### src/rtl/weight_loader.sv
// weight_loader: writes a flat weight/bias stream into the parameter memory in network topology order
//   clk, rst_n          clock and asynchronous active-low reset
//   load_start, abort   start a load (IDLE only) / cancel a load in progress
//   no_layers, n_in,
//   nl1..nl5            topology, validated and latched on load_start
//   s_data/s_valid/
//   s_ready             incoming word stream handshake
//   wr_*                registered memory write port, one cycle after each accepted word
//   busy, done, err     status: load running / load complete pulse / rejected config pulse
//   words_rx            words accepted in the current or last load
module weight_loader #(
  parameter int DW = 16,
  parameter int MAX_LAYERS = 5
) (
  input  logic          clk,
  input  logic          rst_n,
  input  logic          load_start,
  input  logic          abort,
  input  logic [5:0]    no_layers,
  input  logic [5:0]    n_in,
  input  logic [5:0]    nl1,
  input  logic [5:0]    nl2,
  input  logic [5:0]    nl3,
  input  logic [5:0]    nl4,
  input  logic [5:0]    nl5,
  input  logic [DW-1:0] s_data,
  input  logic          s_valid,
  output logic          s_ready,
  output logic          wr_en,
  output logic          wr_sel,
  output logic [2:0]    wr_layer,
  output logic [5:0]    wr_n,
  output logic [5:0]    wr_i,
  output logic [DW-1:0] wr_data,
  output logic          busy,
  output logic          done,
  output logic          err,
  output logic [14:0]   words_rx
);
  typedef enum logic [1:0] {IDLE, WEIGHT, BIAS, DONE} state_t;
  state_t state;
  logic [5:0] nl_in [1:5];
  // cnt_q[0] holds n_in and cnt_q[L] the neuron count of layer L, so the fan-in of L is cnt_q[L-1]
  logic [5:0] cnt_q [8];
  logic [2:0] nol_q, lyr;
  logic [5:0] n, i, fanin;
  logic cfg_ok, xfer, last_i, last_n, last_l;
  assign nl_in = '{nl1, nl2, nl3, nl4, nl5};
  always_comb begin
    cfg_ok = no_layers != 6'd0 && no_layers <= 6'(MAX_LAYERS) && n_in != 6'd0;
    for (int k = 1; k <= 5; k++) cfg_ok = cfg_ok && (6'(k) > no_layers || nl_in[k] != 6'd0);
  end
  assign s_ready = state == WEIGHT || state == BIAS;
  assign busy    = s_ready;
  assign done    = state == DONE;
  assign xfer    = s_valid && s_ready;
  assign fanin   = cnt_q[lyr - 3'd1];
  assign last_i  = i == fanin - 6'd1;
  assign last_n  = n == cnt_q[lyr] - 6'd1;
  assign last_l  = lyr == nol_q;
  always_ff @(posedge clk or negedge rst_n) begin
    if (!rst_n) begin
      state    <= IDLE;
      nol_q    <= '0;
      cnt_q    <= '{default: '0};
      lyr      <= '0;
      n        <= '0;
      i        <= '0;
      wr_en    <= 1'b0;
      wr_sel   <= 1'b0;
      wr_layer <= '0;
      wr_n     <= '0;
      wr_i     <= '0;
      wr_data  <= '0;
      err      <= 1'b0;
      words_rx <= '0;
    end else begin
      wr_en <= xfer;
      err   <= 1'b0;
      if (xfer) begin
        wr_sel   <= state == BIAS;
        wr_layer <= lyr;
        wr_n     <= n;
        wr_i     <= state == BIAS ? 6'd0 : i;
        wr_data  <= s_data;
        words_rx <= words_rx + 15'(words_rx != '1);
      end
      case (state)
        IDLE: if (load_start && !abort) begin
          if (cfg_ok) begin
            state    <= WEIGHT;
            nol_q    <= 3'(no_layers);
            cnt_q    <= '{n_in, nl1, nl2, nl3, nl4, nl5, 6'd0, 6'd0};
            lyr      <= 3'd1;
            n        <= '0;
            i        <= '0;
            words_rx <= '0;
          end else err <= 1'b1;
        end
        WEIGHT: if (xfer) begin
          i <= i + 6'd1;
          if (last_i) state <= BIAS;
        end
        BIAS: if (xfer) begin
          i     <= '0;
          n     <= last_n ? 6'd0 : n + 6'd1;
          lyr   <= last_n && !last_l ? lyr + 3'd1 : lyr;
          state <= last_n && last_l ? DONE : WEIGHT;
        end
        default: state <= IDLE;
      endcase
      if (abort && s_ready) state <= IDLE;
    end
  end
endmodule

### config.mk
export PLATFORM = sky130hd
export DESIGN_NAME = weight_loader
export DESIGN_NICKNAME = d
export VERILOG_FILES = /design/src/rtl/weight_loader.sv
export SDC_FILE = /design/constraint.sdc
export NUM_CORES = 1
export LEC_CHECK = 0
export ABC_AREA = 0
export CORE_MARGIN = 5
export CORE_UTILIZATION = 52
export CTS_CLUSTER_DIAMETER = 60
export DETAILED_ROUTE_END_ITERATION = 12
export GPL_TIMING_DRIVEN = 0
export HOLD_SLACK_MARGIN = 0.15
export PLACE_DENSITY_LB_ADDON = 0.15
export RECOVER_POWER = 25
export SLEW_MARGIN = 30
export SYNTH_ARGS = -nofsm -noshare
export SYNTH_HDL_FRONTEND = slang
export SYNTH_SLANG_ARGS = --single-unit
### constraint.sdc
create_clock -name clk -period 4.9 [get_ports clk]
set_input_delay 0.735 -clock clk [delete_from_list [all_inputs] [get_ports clk]]
set_output_delay 0.735 -clock clk [all_outputs]
set_load 0.02 [all_outputs]
==> out/metrics.csv, run 1 <==
stage,metric,value,unit
run_status,status,finished with violations,
run_status,violations,"max-capacitance violations, max-slew violations",
logic_synthesis,postSynthCellCount,566,
finish,fin_nets,767,
logic_synthesis,netlist_area,5720,um2
die,rows,38,
place,hpwl,10790,um
logic_synthesis,synth_flop_cell,dfrtp_1,
finish,area_delta_synth_final,26.16,%
critical_path,arrival,4.70,ns
sta,worstMarginPinSlew,2.556,ns
logic_synthesis,synth.avg_cell_area,10.11,um2
clock_tree,root_buffer,clkbuf_8,
logic_synthesis,yosys.area.top_type_share,45.93,%
sta,finalCritPeriodShare,89.71,%
grt,overflow,0,
sta,hold_violations,0,
logic_synthesis,synth_area_leaders,"dfrtp_1, mux2_2, nand2_1",
logic_synthesis,ys_seq_area_share,45.93,%
route,routed_wl,13850,um
sta,relSlewSlack,-70.37,%
clock_tree,cts_sinks,105,
die,die-area,13200,um2
min_path,hp-start,wr_i[4]$_DFFE_PN0P_,
clock_tree,htree_levels,3,
sta,max_freq,0.2275,GHz
critical_path,path_cells,"buf_6, buf_6, buf_4, inv_1, ha_1, buf_2, inv_1, clkbuf_1, nor3_1, nor3_4, ha_1, xor2_1, and3_1, mux2i_1, a2111oi_1, o311ai_1, or4_1, a21boi_1",
logic_synthesis,synth.most_common_cell,nand2_1,
clock_tree,insertion_delay,0.37,ns
die,die_w,114.9,um
critical_path,r2r-start,lyr[0]$_DFFE_PN0P_,
grt,track_usage,21.71,%
critical_path,crit_path_end_kind,flop,
route,drc,0,
critical_path,cpPeakStageDelay,0.45,ns
grt,grt_start_max_net_pins,59,
logic_synthesis,synth_top_cell_by_area,dfrtp_1,
min_path,whs_endpoint,wr_i[4]$_DFFE_PN0P_,
clock_tree,cts_tree,done,
place,dp.cells,821,
place,place_congestion,0.8724,
pwr,ir_drop,0.2644,mV
sta,hold_slack,0.4701,ns
critical_path,path_max_fanout,10,
critical_path,cp-start-kind,flop,
pwr,p_total,3.138,mW
job,max_cap_viol_count,1,
sta,finalCriticalPeriod,4.396,ns
clock_tree,cts_buffer_depth,2,
logic_synthesis,syn-num-nets,641,
critical_path,critPathLaunch,lyr[0]$_DFFE_PN0P_,
die,initial_core_util,53.00,%
route,dr.pass1.iters,4,
logic_synthesis,yosys_warnings,0,
critical_path,r2r-end,state[0]$_DFFE_PN0P_,
die,coreArea,10790,um2
route,vias,4662,
sta,rsz0062_at_grt,false,
min_path,whs_path_depth,2,
critical_path,worstRegToRegCells,18,
clock_tree,hold_buffers,0,
finish,num_antenna_cells,0,
route,drtIter0Drc,243,
sta,slew_viol_final,49,
sta,setup_viol,0,
critical_path,rrSetupSlack,0.50,ns
logic_synthesis,synthArstFlopShare,100.0,%
logic_synthesis,synthTopCellsByCount,"nand2_1, dfrtp_1, mux2_2",
route,viasPerCell,5.570,
die,fp.dieH,114.9,um
finish,final_cell_count_no_fill,837,
clock_tree,postCtsResizedCells,0,
logic_synthesis,synth-edff-count,0,
die,io_pins,115,
critical_path,path_class,reg2reg,
grt,grt_pass1_vias,4744,
finish,drive_above_1_share,13.49,%
grt,antenna_found_initial,0,
sta,finalClockSkew,0.009685,ns
logic_synthesis,ys_ff_latch,105,
clock_tree,post_cts_buffers,0,
clock_tree,numCtsBuffers,9,
logic_synthesis,synth_cell_type_count,68,
min_path,min-delay-path-class,reg2reg,
grt,grt_pass1_wl,23020,um
critical_path,cpMaxStageDelayCell,or4_1,
route,post_drt_wl_per_cell,16.55,um
place,portBuffers,114,
critical_path,critPathBufInv,7,
pwr,leakage,3.264,nW
clock_tree,clk_pin_slew_worst_paths,0.10,ns
critical_path,crit_required,5.20,ns
critical_path,cp_top_family,buffers and inverters,
pwr,p_per_area,434.7,nW/um2
route,ant_nets,0,
sta,setup-tns-final,0,ns
per-stage QoR:
step	utilization [%]	setup slack, ns	instance area [um2]
3_5_place_dp	65.46	0.5135	7066
3_3_place_gp	65.20	-0.7217	7037
6_report	66.87	0.5040	7217
5_1_grt	66.87	0.1333	7217
2_1_floorplan	-	1.074	5720
4_1_cts	67.15	0.4825	7247
sequential cells by signal (all words and copies together), names as in the netlist:
register,flops
cnt_q,36
err,1
i,6
lyr,3
n,6
nol_q,3
state,2
words_rx,15
wr_data,16
wr_en,1
wr_i,6
wr_layer,3
wr_n,6
wr_sel,1
logic make-up (layout without fill, tap and decap cells):
family | after synthesis | in the layout | share of synthesized area, %
AOI/OAI and AO/OA | 70 | 70 | 8.837
xor gates and xnor gates | 30 | 30 | 4.856
adders and majority gates | 12 | 12 | 2.625
buffers and inverters | 40 | 171 | 3.390
DFF | 105 | 105 | 45.93
muxes | 69 | 69 | 14.59
and+or+nand+nor | 240 | 240 | 19.77
how the worst max path moves through the flow:
| stage | end | slack (ns) | depth (start not counted) |
|---|---|---|---|
| 5_1_grt | state[0]$_DFFE_PN0P_ | 0.13 | 19 |
| 4_1_cts | state[0]$_DFFE_PN0P_ | 0.48 | 18 |
| 3_5_place_dp | state[0]$_DFFE_PN0P_ | 0.51 | 18 |
| 2_1_floorplan | state[1]$_DFFE_PN0P_ | 1.07 | 18 |
| 3_3_place_gp | cnt_q[15]$_DFFE_PN0P_ | -0.72 | 1 |
| 6_report | state[0]$_DFFE_PN0P_ | 0.50 | 18 |
worst register-to-register path, cell delays in order, from the launching register on:
cell	delay [ns]
dfrtp_1	0.39
buf_6	0.16
buf_6	0.18
buf_4	0.22
inv_1	0.13
ha_1	0.30
buf_2	0.17
inv_1	0.09
clkbuf_1	0.35
nor3_1	0.16
nor3_4	0.26
ha_1	0.30
xor2_1	0.18
and3_1	0.18
mux2i_1	0.09
a2111oi_1	0.36
o311ai_1	0.21
or4_1	0.45
a21boi_1	0.16
report_power, final:
part | leakage, nW | total [mW] | internal [mW] | switching, mW
logic | 1.78 | 1.35 | 0.640 | 0.710
registers | 1.39 | 1.28 | 1.10 | 0.186
clock network | 0.0922 | 0.504 | 0.200 | 0.304
cells in the final DEF, fill, tap and decap left out, drive strengths merged, types with 6 or more instances in the layout:
cell type,count
clkbuf,26
or4,6
nor2,34
nor3,27
nand2,118
mux2,45
clkdlybuf4s50,113
and3,6
xor2,17
nor4,7
ha,12
mux4,7
o21ai,22
xnor2,13
nand4,7
buf,12
dfrtp,105
a21oi,8
nand3,16
mux2i,17
inv,14
per-layer routing:
layer / vias up / track usage (%) / routed length [um]
met5: - / 0 / 0
met4: 0 / 8.842 / 294
met3: 19 / 3.263 / 807
met2: 125 / 36.34 / 6759
met1: 2251 / 28.36 / 5988
li1: 2267 / - / -
cell type report:
| cell class | instances | area, um2 |
|---|---|---|
| clock inverters | 6 | 43.79 |
| repair buffers | 115 | 1140 |
| flip-flops and latches | 105 | 2628 |
| inverters | 14 | 52.55 |
| fillers | 860 | 3576 |
| multi-input cells | 421 | 2899 |
| clock buffers | 10 | 137.6 |
| well taps | 140 | 175.2 |
| plain buffers | 26 | 141.4 |
No activity file was read; power rests on OpenSTA's default activity.
==> inputs of run 2 (changes only) <==
- CAP_MARGIN: default -> 15
- SKIP_LAST_GASP: default -> 1
==> results of run 2 <==
No change in the layout: final DEF, timing and power equal those of run 1.
==> inputs of run 3 (changes only) <==
- clock period: 4.9 -> 4.4 ns (I/O delays scaled with it)
==> run 3 against run 2 <==
Hold slack barely moved. Non-clock buffer count increased by 2. Clock power rose by 12%. Sequential share of layout area is 0.40 points lower. Cell area increased by 1.1%. Critical path type unchanged. Core utilization increased by 0.74 points. Largest cell class unchanged. Global-route usage stayed put. Critical endpoint unchanged. Power rose by 13%. The flow still finishes with violations (max-capacitance violations, max-slew violations).
==> out/metrics.csv, run 3 (same netlist as run 1, synthesis figures left out) <==
stage,metric,value,unit,change
route,viasPerCell,5.626,,was 5.570
grt,overflow,0,,unchanged
finish,layout_commonest_cell,nand2_1,,unchanged
finish,num_antenna_cells,0,,unchanged
critical_path,cpMaxStageDelayCell,or4_1,,unchanged
clock_tree,htree_levels,3,,unchanged
clock_tree,numCtsBuffers,9,,unchanged
pwr,p_total,3.532,mW,was 3.138 mW
run_status,violations,"max-capacitance violations, max-slew violations",,unchanged
route,dr.pass1.iters,5,,was 4
pwr,p_per_area,484.0,nW/um2,was 434.7 nW/um2
critical_path,cpPeakStageDelay,0.48,ns,was 0.45 ns
die,fp.dieH,114.9,um,unchanged
pwr,clockPowerShare,15.9,%,was 16.1%
critical_path,rrSetupSlack,0.23,ns,was 0.50 ns
sta,finalCriticalPeriod,4.166,ns,was 4.396 ns
sta,max_freq,0.2401,GHz,was 0.2275 GHz
route,drtIter0Drc,226,,was 243
sta,finalClockSkew,0.01004,ns,was 0.009685 ns
sta,worstMarginPinSlew,2.552,ns,was 2.556 ns
die,io_pins,115,,unchanged
critical_path,cp-start-kind,flop,,unchanged
finish,drive_above_1_share,14.59,%,was 13.49%
pwr,leakage,3.285,nW,was 3.264 nW
critical_path,crit_required,4.70,ns,was 5.20 ns
pwr,comb_power_share,43.6,%,was 43.0%
sta,slew_viol_final,49,,unchanged
route,vias,4720,,"was 4,662"
pwr,p_seq_share,40.5,%,was 40.9%
critical_path,arrival,4.47,ns,was 4.70 ns
clock_tree,insertion_delay,0.38,ns,was 0.37 ns
run_status,status,finished with violations,,unchanged
die,coreArea,10790,um2,unchanged
pwr,ir_drop,0.2944,mV,was 0.2644 mV
finish,final_util,67.61,%,was 66.87%
route,maxUsedRoutingLayer,met4,,unchanged
route,wl_met3,808,um,was 807 um
grt,grt_pass1_wl,23020,um,unchanged
place,portBuffers,114,,unchanged
finish,multiInputGateArea,2957,um2,was 2899 um2
finish,area.sequential,2628,um2,unchanged
route,wl_met2,6980,um,was 6759 um
grt,track_usage,21.71,%,unchanged
finish,area_delta_synth_final,27.56,%,was 26.16%
place,hpwl,10790,um,unchanged
grt,grt_pass1_vias,4744,,unchanged
route,met1Wirelength,6004,um,was 5988 um
finish,regMostFlops,cnt_q,,unchanged
route,post_drt_wl_per_cell,16.78,um,was 16.55 um
finish,fin_nets,769,,was 767
critical_path,critPathBufInv,4,,was 7
critical_path,path_max_fanout,10,,unchanged
pwr,p_int,2.173,mW,was 1.937 mW
route,ant_nets,0,,unchanged
die,rows,38,,unchanged
job,max_cap_viol_count,1,,unchanged
finish,fill_cells,857,,was 860
clock_tree,clk_pin_slew_worst_paths,0.10,ns,about the same
route,routed_wl,14080,um,"was 13,850 um"
critical_path,path_cells,"buf_6, buf_6, buf_6, inv_1, ha_1, xor2_4, nor3_1, nor3_4, ha_1, xor2_1, and3_1, mux2i_1, a2111oi_2, o311ai_2, or4_1, a21boi_1",,"was buf_6, buf_6, buf_4, inv_1, ha_1, buf_2, inv_1, clkbuf_1, nor3_1, nor3_4, ha_1, xor2_1, and3_1, mux2i_1, a2111oi_1, o311ai_1, or4_1, a21boi_1"
finish,reg_top3,"cnt_q (36), wr_data (16), words_rx (15)",,unchanged
pwr,switching_share,38.47,%,was 38.25%
finish,layout_common_cells,"nand2_1, clkdlybuf4s50_1, dfrtp_1",,unchanged
grt,grt_start_max_net_pins,59,,unchanged
critical_path,cp_top_family,simple AND/OR/NAND/NOR gates,,was buffers and inverters
die,die-area,13200,um2,unchanged
clock_tree,hold_buffers,0,,unchanged
min_path,min-delay-path-class,reg2reg,,unchanged
clock_tree,cts_buffer_depth,2,,unchanged
route,drc,0,,unchanged
critical_path,path_class,reg2reg,,unchanged
die,initial_core_util,53.00,%,unchanged
sta,finalCritPeriodShare,94.67,%,was 89.71%
pwr,power.switching,1.359,mW,was 1.200 mW
sta,relSlewSlack,-70.13,%,was -70.37%
sta,setup_viol,0,,unchanged
finish,final_cell_count_no_fill,839,,was 837
place,dp.cells,821,,unchanged
sta,hold_violations,0,,unchanged
die,die_w,114.9,um,unchanged
critical_path,path_common_cell,buf_6,,
clock_tree,cts_sinks,105,,unchanged
clock_tree,cts_tree,done,,unchanged
clock_tree,root_buffer,clkbuf_8,,unchanged
grt,antenna_found_initial,0,,unchanged
place,place_congestion,0.8724,,unchanged
finish,largest_reg_flops,36,,unchanged
critical_path,crit_path_end_kind,flop,,unchanged
run 3: power by group through the flow:
stage | logic, mW | clock network, mW | registers [mW]
final | 1.54 | 0.562 | 1.43
after global routing | 1.68 | 0.615 | 1.47
after CTS | 1.52 | 0.582 | 1.43
after detailed placement | 1.51 | 0 | 1.45
after global placement | 1.47 | 0 | 1.43
after floorplan | 0.821 | 0 | 1.54
run 3: worst paths after layout:
kind,start,end,cells after the start
max,lyr[0]$_DFFE_PN0P_,state[0]$_DFFE_PN0P_,16
min,wr_i[4]$_DFFE_PN0P_,wr_i[4]$_DFFE_PN0P_,2
max reg2reg,lyr[0]$_DFFE_PN0P_,state[0]$_DFFE_PN0P_,16
min reg2reg,wr_i[4]$_DFFE_PN0P_,wr_i[4]$_DFFE_PN0P_,2
max in group asynchronous,rst_n,state[0]$_DFFE_PN0P_,2
min in group asynchronous,rst_n,words_rx[10]$_DFF_PN0_,1
run 3: layout make-up:
| class | count | area share (%) |
|---|---|---|
| clock buffer | 10 | 1.886 |
| sequential | 105 | 36.01 |
| multi-input combinational | 421 | 40.52 |
| timing repair buffer | 117 | 15.83 |
| tap | 140 | 2.401 |
| clock inverter | 6 | 0.6001 |
| inverter | 14 | 0.7202 |
| buffer | 26 | 2.040 |
run 3: through the flow:
| step | hold slack [ns] | TNS, ns | area (um2) | setup WS (ns) |
|---|---|---|---|---|
| 3_5_place_dp | 0.4543 | 0 | 7066 | 0.01348 |
| 5_1_grt | 0.5058 | -0.05711 | 7297 | -0.05711 |
| 3_3_place_gp | 0.4563 | -119.51 | 7037 | -1.147 |
| 2_1_floorplan | 0.3644 | 0 | 5720 | 0.5741 |
| 6_report | 0.4704 | 0 | 7297 | 0.2344 |
| 4_1_cts | 0.2023 | 0 | 7248 | 0.1200 |
run 3: routing by layer:
metal  up-vias  track usage (%)
met3        21            3.263
met2       143            36.34
met4         0            8.842
met5         -                0
li1       2273                -
met1      2283            28.36
run 3: timing repair:
action / 4_1_cts / 5_1_grt
setup buffers: 0 / 2
pin swaps: 0 / 1
setup endpoints to repair: 2 / 2
resized for setup: 1 / 11
run 3: tightest hold or removal path: stages (launching register included):
cell and delay [ns]:
dfrtp_1 0.35, nand2_1 0.05, nand2_1 0.04
